### src/rtl/ifetch_pkg.sv
// Shared types and constants for the instruction fetch unit.
// Holds FSM encoding, cache geometry default and RVC detection.
package ifetch_pkg;

  localparam int ICACHE_IDX_W_DEF = 4;
  localparam int CDET_W = 2;
  localparam logic [CDET_W-1:0] FULL_OP = 2'b11;

  typedef enum logic [1:0] {
    IDLE    = 2'd0,
    MISS_LO = 2'd1,
    MISS_HI = 2'd2
  } if_state_e;

  function automatic logic is_comp(input logic [15:0] h);
    return h[CDET_W-1:0] != FULL_OP;
  endfunction

endpackage

### src/rtl/ifetch_cache.sv
// Direct-mapped word icache: two async read ports, one write port.
// Only the valid bits are reset; tag/data are qualified by them.
module ifetch_cache
  import ifetch_pkg::*;
#(
  parameter int IDX_W = ICACHE_IDX_W_DEF
) (
  input  logic        clk_in,
  input  logic        rst_n_in,
  input  logic [29:0] i_ra_addr,
  output logic        o_ra_hit,
  output logic [31:0] o_ra_data,
  input  logic [29:0] i_rb_addr,
  output logic        o_rb_hit,
  output logic [31:0] o_rb_data,
  input  logic        i_we,
  input  logic [29:0] i_w_addr,
  input  logic [31:0] i_w_data
);

  localparam int DEPTH = 1 << IDX_W;
  localparam int TAG_W = 30 - IDX_W;

  logic [DEPTH-1:0] r_valid;
  logic [TAG_W-1:0] r_tag  [DEPTH];
  logic [31:0]      r_data [DEPTH];

  logic [IDX_W-1:0] w_ia;
  logic [IDX_W-1:0] w_ib;
  logic [IDX_W-1:0] w_iw;

  assign w_ia = i_ra_addr[IDX_W-1:0];
  assign w_ib = i_rb_addr[IDX_W-1:0];
  assign w_iw = i_w_addr[IDX_W-1:0];

  assign o_ra_hit  = r_valid[w_ia] &&
                     (r_tag[w_ia] == i_ra_addr[29:IDX_W]);
  assign o_ra_data = r_data[w_ia];
  assign o_rb_hit  = r_valid[w_ib] &&
                     (r_tag[w_ib] == i_rb_addr[29:IDX_W]);
  assign o_rb_data = r_data[w_ib];

  always_ff @(posedge clk_in or negedge rst_n_in) begin
    if (!rst_n_in) begin
      r_valid <= '0;
    end else if (i_we) begin
      r_valid[w_iw] <= 1'b1;
    end
  end

  always_ff @(posedge clk_in) begin
    if (i_we) begin
      r_tag[w_iw]  <= i_w_addr[29:IDX_W];
      r_data[w_iw] <= i_w_data;
    end
  end

endmodule

### src/rtl/ifetch.sv
// Instruction fetch: icache lookup, RVC split and line-straddle refill.
// All outputs registered; a fetch may need one or two word refills.
module ifetch
  import ifetch_pkg::*;
#(
  parameter int ICACHE_IDX_W = ICACHE_IDX_W_DEF
) (
  input  logic        clk_in,
  input  logic        rst_n_in,
  input  logic        rdy_in,
  input  logic        clear,
  input  logic        if_enable,
  input  logic [31:0] if_addr,
  output logic        inst_ready,
  output logic        is_c,
  output logic [31:0] inst_val,
  output logic        mem_req,
  output logic [31:0] mem_addr,
  input  logic        mem_ready,
  input  logic [31:0] mem_data
);

  if_state_e   r_state;
  logic [31:1] r_pc;
  logic        r_inst_ready;
  logic        r_is_c;
  logic [31:0] r_inst_val;
  logic        r_mem_req;
  logic [31:0] r_mem_addr;

  logic [31:1] w_pc;
  logic [29:0] w_wa;
  logic [29:0] w_wb;
  logic        w_ha;
  logic        w_hb;
  logic [31:0] w_da;
  logic [31:0] w_db;
  logic [31:0] w_lo_word;
  logic [15:0] w_lo_half;
  logic        w_comp;
  logic        w_need_b;
  logic [31:0] w_full;
  logic [31:0] w_hi_inst;
  logic        w_fill;
  logic [29:0] w_fill_addr;
  logic        w_unused;

  // In IDLE the cache is probed with the incoming PC, else the latched one
  assign w_pc = (r_state == IDLE) ? if_addr[31:1] : r_pc;
  assign w_wa = w_pc[31:2];
  assign w_wb = w_wa + 30'd1;

  assign w_lo_word = (r_state == MISS_LO) ? mem_data : w_da;
  assign w_lo_half = w_pc[1] ? w_lo_word[31:16] : w_lo_word[15:0];
  assign w_comp    = is_comp(w_lo_half);
  assign w_need_b  = w_pc[1] & ~w_comp;

  always_comb begin
    w_full = w_lo_word;
    if (w_comp) begin
      w_full = {16'b0, w_lo_half};
    end else if (w_pc[1]) begin
      w_full = {w_db[15:0], w_lo_word[31:16]};
    end
  end

  assign w_hi_inst = {mem_data[15:0], w_da[31:16]};

  assign w_fill = rdy_in & ~clear & mem_ready &
                  ((r_state == MISS_LO) | (r_state == MISS_HI));
  assign w_fill_addr = (r_state == MISS_HI) ? w_wb : w_wa;

  assign w_unused = ^{if_addr[0], w_db[31:16]};

  ifetch_cache #(
    .IDX_W(ICACHE_IDX_W)
  ) u_cache (
    .clk_in   (clk_in),
    .rst_n_in (rst_n_in),
    .i_ra_addr(w_wa),
    .o_ra_hit (w_ha),
    .o_ra_data(w_da),
    .i_rb_addr(w_wb),
    .o_rb_hit (w_hb),
    .o_rb_data(w_db),
    .i_we     (w_fill),
    .i_w_addr (w_fill_addr),
    .i_w_data (mem_data)
  );

  always_ff @(posedge clk_in or negedge rst_n_in) begin
    if (!rst_n_in) begin
      r_state      <= IDLE;
      r_pc         <= '0;
      r_inst_ready <= 1'b0;
      r_is_c       <= 1'b0;
      r_inst_val   <= '0;
      r_mem_req    <= 1'b0;
      r_mem_addr   <= '0;
    end else if (rdy_in) begin
      r_inst_ready <= 1'b0;
      if (clear) begin
        r_state   <= IDLE;
        r_mem_req <= 1'b0;
      end else begin
        unique case (r_state)
          IDLE: begin
            if (if_enable) begin
              r_pc <= if_addr[31:1];
              if (!w_ha) begin
                r_state    <= MISS_LO;
                r_mem_req  <= 1'b1;
                r_mem_addr <= {w_wa, 2'b00};
              end else if (w_need_b && !w_hb) begin
                r_state    <= MISS_HI;
                r_mem_req  <= 1'b1;
                r_mem_addr <= {w_wb, 2'b00};
              end else begin
                r_inst_ready <= 1'b1;
                r_is_c       <= w_comp;
                r_inst_val   <= w_full;
              end
            end
          end
          MISS_LO: begin
            if (mem_ready) begin
              if (w_need_b && !w_hb) begin
                r_state    <= MISS_HI;
                r_mem_addr <= {w_wb, 2'b00};
              end else begin
                r_state      <= IDLE;
                r_mem_req    <= 1'b0;
                r_inst_ready <= 1'b1;
                r_is_c       <= w_comp;
                r_inst_val   <= w_full;
              end
            end
          end
          MISS_HI: begin
            if (mem_ready) begin
              r_state      <= IDLE;
              r_mem_req    <= 1'b0;
              r_inst_ready <= 1'b1;
              r_is_c       <= 1'b0;
              r_inst_val   <= w_hi_inst;
            end
          end
          default: begin
            r_state   <= IDLE;
            r_mem_req <= 1'b0;
          end
        endcase
      end
    end
  end

  assign inst_ready = r_inst_ready;
  assign is_c       = r_is_c;
  assign inst_val   = r_inst_val;
  assign mem_req    = r_mem_req;
  assign mem_addr   = r_mem_addr;

endmodule
### config.mk
export PLATFORM = sky130hd
export DESIGN_NAME = ifetch
export DESIGN_NICKNAME = d
export VERILOG_FILES = /design/src/rtl/ifetch_pkg.sv /design/src/rtl/ifetch_cache.sv /design/src/rtl/ifetch.sv
export SDC_FILE = /design/constraint.sdc
export NUM_CORES = 2
export LEC_CHECK = 0
export ABC_AREA = 1
export CORE_MARGIN = 5
export CORE_UTILIZATION = 40
export CTS_CLUSTER_DIAMETER = 30
export DETAILED_ROUTE_END_ITERATION = 10
export MAX_ROUTING_LAYER = met4
export SLEW_MARGIN = 20
export SYNTH_ARGS = -nofsm -noshare
export SYNTH_HDL_FRONTEND = slang
export SYNTH_HIERARCHICAL = 1
export SYNTH_SLANG_ARGS = --single-unit
### constraint.sdc
create_clock -name clk_in -period 5.3 [get_ports clk_in]
set_input_delay 1.06 -clock clk_in [delete_from_list [all_inputs] [get_ports clk_in]]
set_output_delay 1.06 -clock clk_in [all_outputs]
set_load 0.05 [all_outputs]
# == After elaboration in Yosys (flattened, before gate mapping) ==
# Memory sizes are Yosys's and may differ from the RTL's.
# Index checks and enable logic that the tools add are counted.
# totals
reg_bits,116
word_cells,103
rom_bits,0
latch_bits,0
output_inout_bits,67
mem_count,2
ram_bits,928
input_bits,70
# mem_list
name,words,word_bits,read_ports,rd_clocked_by_memory_dff,wr,line_no,source
u_cache.r_data,16,32,2,0,1,ifetch_cache.sv:26,logic [31:0] r_data [DEPTH];
u_cache.r_tag,16,26,2,0,1,ifetch_cache.sv:25,logic [TAG_W-1:0] r_tag [DEPTH];
# classes
mul,0
eq_ne,14
bitwise_logic,8
shift,0
reduce_logical,13
n_lt_le_gt_ge,4
mux,53
n_div,0
add_sub_neg,1
# op_table
op,n
32-bit two-way mux,12
32-bit case mux with 3 select lines,1
32-bit case mux with 2 select lines,1
26-bit == test,2
31-bit two-way mux,1
"30-bit by 1-bit adder with 30-bit output, second input constant",1
30-bit two-way mux,1
1-bit two-way mux,22
16-bit two-way mux,1
16-bit bitwise OR,1
"4-bit by 5-bit < comparator with 1-bit output, second input constant",3
2-bit two-way mux,7
"3-bit inequality test, second input constant",4
"2-bit inequality test, second input constant",5
5-bit AND reduction,2
1-bit case mux with 3 select lines,3
1-bit binary-select mux with 4-bit select,2
7-bit AND reduction,1
2-bit case mux with 3 select lines,1
6-bit AND reduction,1
1-bit AND,4
1-bit demux with 4-bit select,1
"4-bit by 1-bit greater-or-equal comparator with 1-bit output, second input constant",1
1-bit logical AND,4
other kinds (10),11

# == Depth between registers and ports, before layout ==
# An unclocked memory read counts as a cell.
# depth
depth_word,14
depth_mapped,32
depth_no_buf,29

# == Modules after synthesis ==
# Netlist, hierarchy kept.
# modules_own_cells
mod,seq_area_each_um2,area_per_inst_um2,n_inst,cells_per_inst
ifetch_cache,28267.1,47921.0,1,5183
ifetch,2502.4,7149.4,1,1087

# == Worst setup path before layout ==
# Ideal clock, no wire load.
# synth_path
kind,input to register
startpoint,input port if_addr[2]
endpoint,memory u_cache.r_data[12][0] (enable)
setup_ps,475
path_stages,10
arrival_ps,4950
n_path_buf,0
slack_ps,-126
required_ps,4825
cell_sequence,inv_1 > nand2_1 > o21ai_1 > inv_1 > ha_1 > nand2_1 > nand2_1 > o21ai_0 > nand2_1 > nor2_1
# synth_via
elab_chain_cells,3
# synth_lines
element,line_no,source
from (decl),ifetch.sv:13,"input logic [31:0] if_addr,"
31-bit two-way mux,ifetch.sv:49,assign w_pc = (r_state == IDLE) ? if_addr[31:1] : r_pc;
30-bit by 1-bit adder with 30-bit output,ifetch.sv:51,assign w_wb = w_wa + 30'd1;
net w_wb[0],ifetch.sv:33,logic [29:0] w_wb;
30-bit two-way mux,ifetch.sv:71,assign w_fill_addr = (r_state == MISS_HI) ? w_wb : w_wa;
to (decl),ifetch_cache.sv:26,
# The timed path passes the listed nets, and every way through them passes these cells.

# == Worst setup path in the final report ==
# layout_path
startpoint,register r_state[1]
endpoint,"register r_mem_addr[15], in the netlist mem_addr[15]"
# layout_via
word_cells_on_any_way,30
classes_between,add/sub (1); eq/ne (6); mux (12); bitwise (2); reduce/logical (7); memory (2)
# layout_lines
element,line_no,source
from (decl),ifetch.sv:23,if_state_e r_state;
from (signal assigned),ifetch.sv:93,r_state <= IDLE;
from (signal assigned),ifetch.sv:103,r_state <= IDLE;
from (signal assigned),ifetch.sv:111,r_state <= MISS_LO;
2-bit zero test (*),ifetch.sv:49,
31-bit two-way mux (*),ifetch.sv:49,
30-bit by 1-bit adder with 30-bit output (*),ifetch.sv:51,
net w_wb[0],ifetch.sv:33,
memory read 16 x 26 bit / 1-bit binary-select mux with 4-bit select (equally long branches),n/a,
26-bit == test / 1-bit two-way mux (equally long branches),"ifetch_cache.sv:40, ifetch_cache.sv:39",
1-bit logical AND (*),ifetch_cache.sv:39,assign o_rb_hit = r_valid[w_ib] &&
net w_hb,ifetch.sv:35,logic w_hb;
1-bit zero test (*),"ifetch.sv:114, ifetch.sv:127",
1-bit logical AND (*),"ifetch.sv:114, ifetch.sv:127",
32-bit two-way mux (*),"ifetch.sv:114, ifetch.sv:127",
32-bit two-way mux,ifetch.sv:110,if (!w_ha) begin
32-bit two-way mux,ifetch.sv:108,if (if_enable) begin
32-bit case mux with 2 select lines (*),ifetch.sv:106,unique case (r_state)
to (signal assigned),ifetch.sv:113,"r_mem_addr <= {w_wa, 2'b00};"
to (signal assigned),ifetch.sv:117,"r_mem_addr <= {w_wb, 2'b00};"
to (signal assigned),ifetch.sv:129,"r_mem_addr <= {w_wb, 2'b00};"
to (decl),ifetch.sv:29,logic [31:0] r_mem_addr;
# Mark *: on every way through the listed nets, which the timed path passes. The rest lies on a longest branch. The select of a mux whose other input is x is not followed.
# A chain may end at the register's enable or synchronous reset.

==> summary.md <==
| Metric | Value |
|---|---|
| CTS tree | `yes` |
| Final min period | `4924 ps` |
| Post-layout util | `0.4999` |
| # rows | `133` |
| Max Clock Freq | `203.1 MHz` |
| Cell-internal power | `23.80 mW` |
| Top-Level Pins | `137` |
| Relative slew margins | `0.2574` |
| Worst r2r src | `r_state[1]$_DFFE_PN0P_` |
| Crit path DAT | `5630 ps` |
| Root buf cell | `clkbuf_16` |
| Initial antenna violation count | `2` |
| Die area | `0.1404 sq mm` |
| Fin Clk Skew | `53.26 ps` |
| Met3 WL post-DR | `16.73 mm` |
| WP data required | `6010 ps` |
| DR top layer | `met4` |
| Routed WL | `183.9 mm` |
| Worst-margin pin slew | `1106 ps` |
| Outcome | `finished clean` |
| H-Tree Depth | `4` |
| Wirelength per Cell | `22.80 um` |
| Setup_tns | `0 ps` |
| Cell mode on critical path | `nand2_1` |
| Final Cycle Share | `0.9290` |
| GPL Wtd Cong | `0.9307` |
| Syn Inst Count | `5,899` |
| Tot Pwr | `37.74 mW` |
| Cell area after synthesis | `0.05320 sq mm` |
| CP Capture Type | `flip-flop` |
| Layout cells sized above 1 | `0.1225` |
| Clk network pwr share | `0.396` |
| Syn Nets | `5,975` |
| Antenna-violating nets left | `0` |
| YS warnings | `6` |
| P&R area growth vs syn | `23.84%` |
| Peak VDD IR | `0.4406 mV` |
| Detailed placer's ending HPWL | `105.8 mm` |
| CP max-delay cell | `dfrtp_1` |
| Net Sw Frac | `0.3696` |
| RSZ-0062 raised after global routing | `no` |
| Slew Viols, Final | `0` |
| Crit path max-delay family | `simple AND/OR/NAND/NOR gates` |
| Setup Viol. Count Final | `0` |
| Total gr overflow | `0` |
| Buf/Inv on CP | `9` |
| Avg Cell Area, Syn | `9.019 sq um` |
| Largest net degree at the start of global routing | `148` |
| Flop2flop setup slack | `380 ps` |
| Clock sinks | `1,044` |
| First-pass GRT wire length | `271.9 mm` |
| Max cap viols | `0` |
| Met2 routed WL | `84.57 mm` |
| Drc violations | `0` |
| Startpoint Class | `flip-flop` |
| Initial Utilization | `0.4037` |
| Fin nets | `6,188` |
| Crit path from | `r_state[1]$_DFFE_PN0P_` |
| Number of fill cells in the layout | `11,840` |
| Sequential power share | `0.261` |
| Maximum buffer depth of the clock tree | `3` |
| Via density | `5.635` |
| Comb pwr share | `0.342` |
| Via count | `45,470` |
| Slowest cell delay on critical path | `450 ps` |
| Postcts setup bufs | `0` |
| PwrDens | `572.9 mW/mm^2` |
| WL met1 | `73.25 mm` |
| Starting DRT DRC Count | `5,442` |
| Worst Path Max Fanout | `28` |
| Fin. Hold Viols | `0` |
| Worst-path clk slew | `50 ps` |
| Die Ht | `374.7 um` |
| Core area | `0.1318 sq mm` |
| 1st-pass router iterations | `7` |
| Hold Path Class | `input pin to asynchronous set/reset pin` |
| Number of global-route vias before repair | `43,401` |
| WS Path Type | `flip-flop to flip-flop` |
| Clock Latency Late Sink | `830 ps` |
| Pleak | `26.46 nW` |
| Total CTS buffers | `225` |
| Psw | `13.95 mW` |
| Die width | `374.7 um` |
| GRT Resource Usage Total | `0.2609` |
| Port Buffer Count | `135` |
[path summary, 6_finish.rpt]
kind / end / cells past startpoint
setup / recovery: mem_addr[15]$_DFFE_PN0P_ / 31
hold / removal: r_pc[20]$_DFFE_PN0P_ / 1
setup reg to reg: mem_addr[15]$_DFFE_PN0P_ / 31
hold reg to reg: u_cache/r_valid[13]$_DFFE_PN0P_ / 2
max in group asynchronous: inst_val[2]$_DFFE_PN0P_ / 2
min in group clk_in: u_cache/r_valid[13]$_DFFE_PN0P_ / 2
[repair_timing]
action / CTS / global route
gates resized for setup: 0 / 1
setup endpoints to repair: 0 / 8
hold buffers: 0 / 0
[state kept, by name (all words and copies together) (netlist names)]
register	cells
mem_addr	32
mem_req	1
u_cache/r_data	512
is_c	1
u_cache/r_valid	16
r_state	2
inst_ready	1
r_pc	31
u_cache/r_tag	416
inst_val	32
[final cells by class]
class | count | area [sq um] | area share
Sequential cell | 1044 | 30770 | 0.4670
Multi-Input combinational cell | 3785 | 17990 | 0.2730
Clock buffer | 260 | 5803 | 0.08808
Timing Repair Buffer | 425 | 4305 | 0.06535
Clock inverter | 167 | 2412 | 0.03661
Inverter | 631 | 2406 | 0.03652
Tap cell | 1755 | 2196 | 0.03333
Antenna cell | 2 | 5.005 | 0.00007596
[per-layer routing]
metal | GRT usage | vias to the layer above
met5 | - | -
met4 | 0.1323 | 0
met3 | 0.04324 | 498
met2 | 0.4032 | 2676
met1 | 0.3335 | 21692
li1 | - | 20604
[power by group through the flow]
stage,combinational (mW),clock [mW],sequential (mW)
3_3_place_gp,12.5,0,10.0
2_1_floorplan,7.19,0,10.6
6_report,12.9,15.0,9.86
3_5_place_dp,12.6,0,10.0
5_1_grt,13.8,15.6,9.90
4_1_cts,12.7,15.1,9.87
[cell usage in the layout (no fill, tap or decap), drive strengths merged]
cell type / instances
inv: 642
ha: 6
nand4: 4
o211ai: 107
mux2i: 1
nand3b: 5
xor2: 6
diode: 2
nor3: 13
clkbuf: 260
dfrtp: 116
o21ai: 716
bufinv: 48
clkinv: 79
o221ai: 83
or2: 34
a21oi: 234
o22ai: 42
mux2: 27
o31ai: 4
nand2: 1333
clkdlybuf4s50: 134
clkinvlp: 29
and2: 9
nand3: 732
edfxtp: 928
buf: 291
nor2: 429
[stage by stage]
stage	instances	hold slack [ps]	worst slack (ps)	instance area, sq um
2_1_floorplan	5899	439.3	-121.4	53210
3_3_place_gp	7640	456.1	120.8	57660
3_5_place_dp	7640	462.3	84.23	57660
4_1_cts	8067	236.7	352.4	65880
5_1_grt	8069	280.0	73.29	65890
6_report	8069	269.8	376.5	65890
Note: power is estimated with default switching activity, not from simulation.
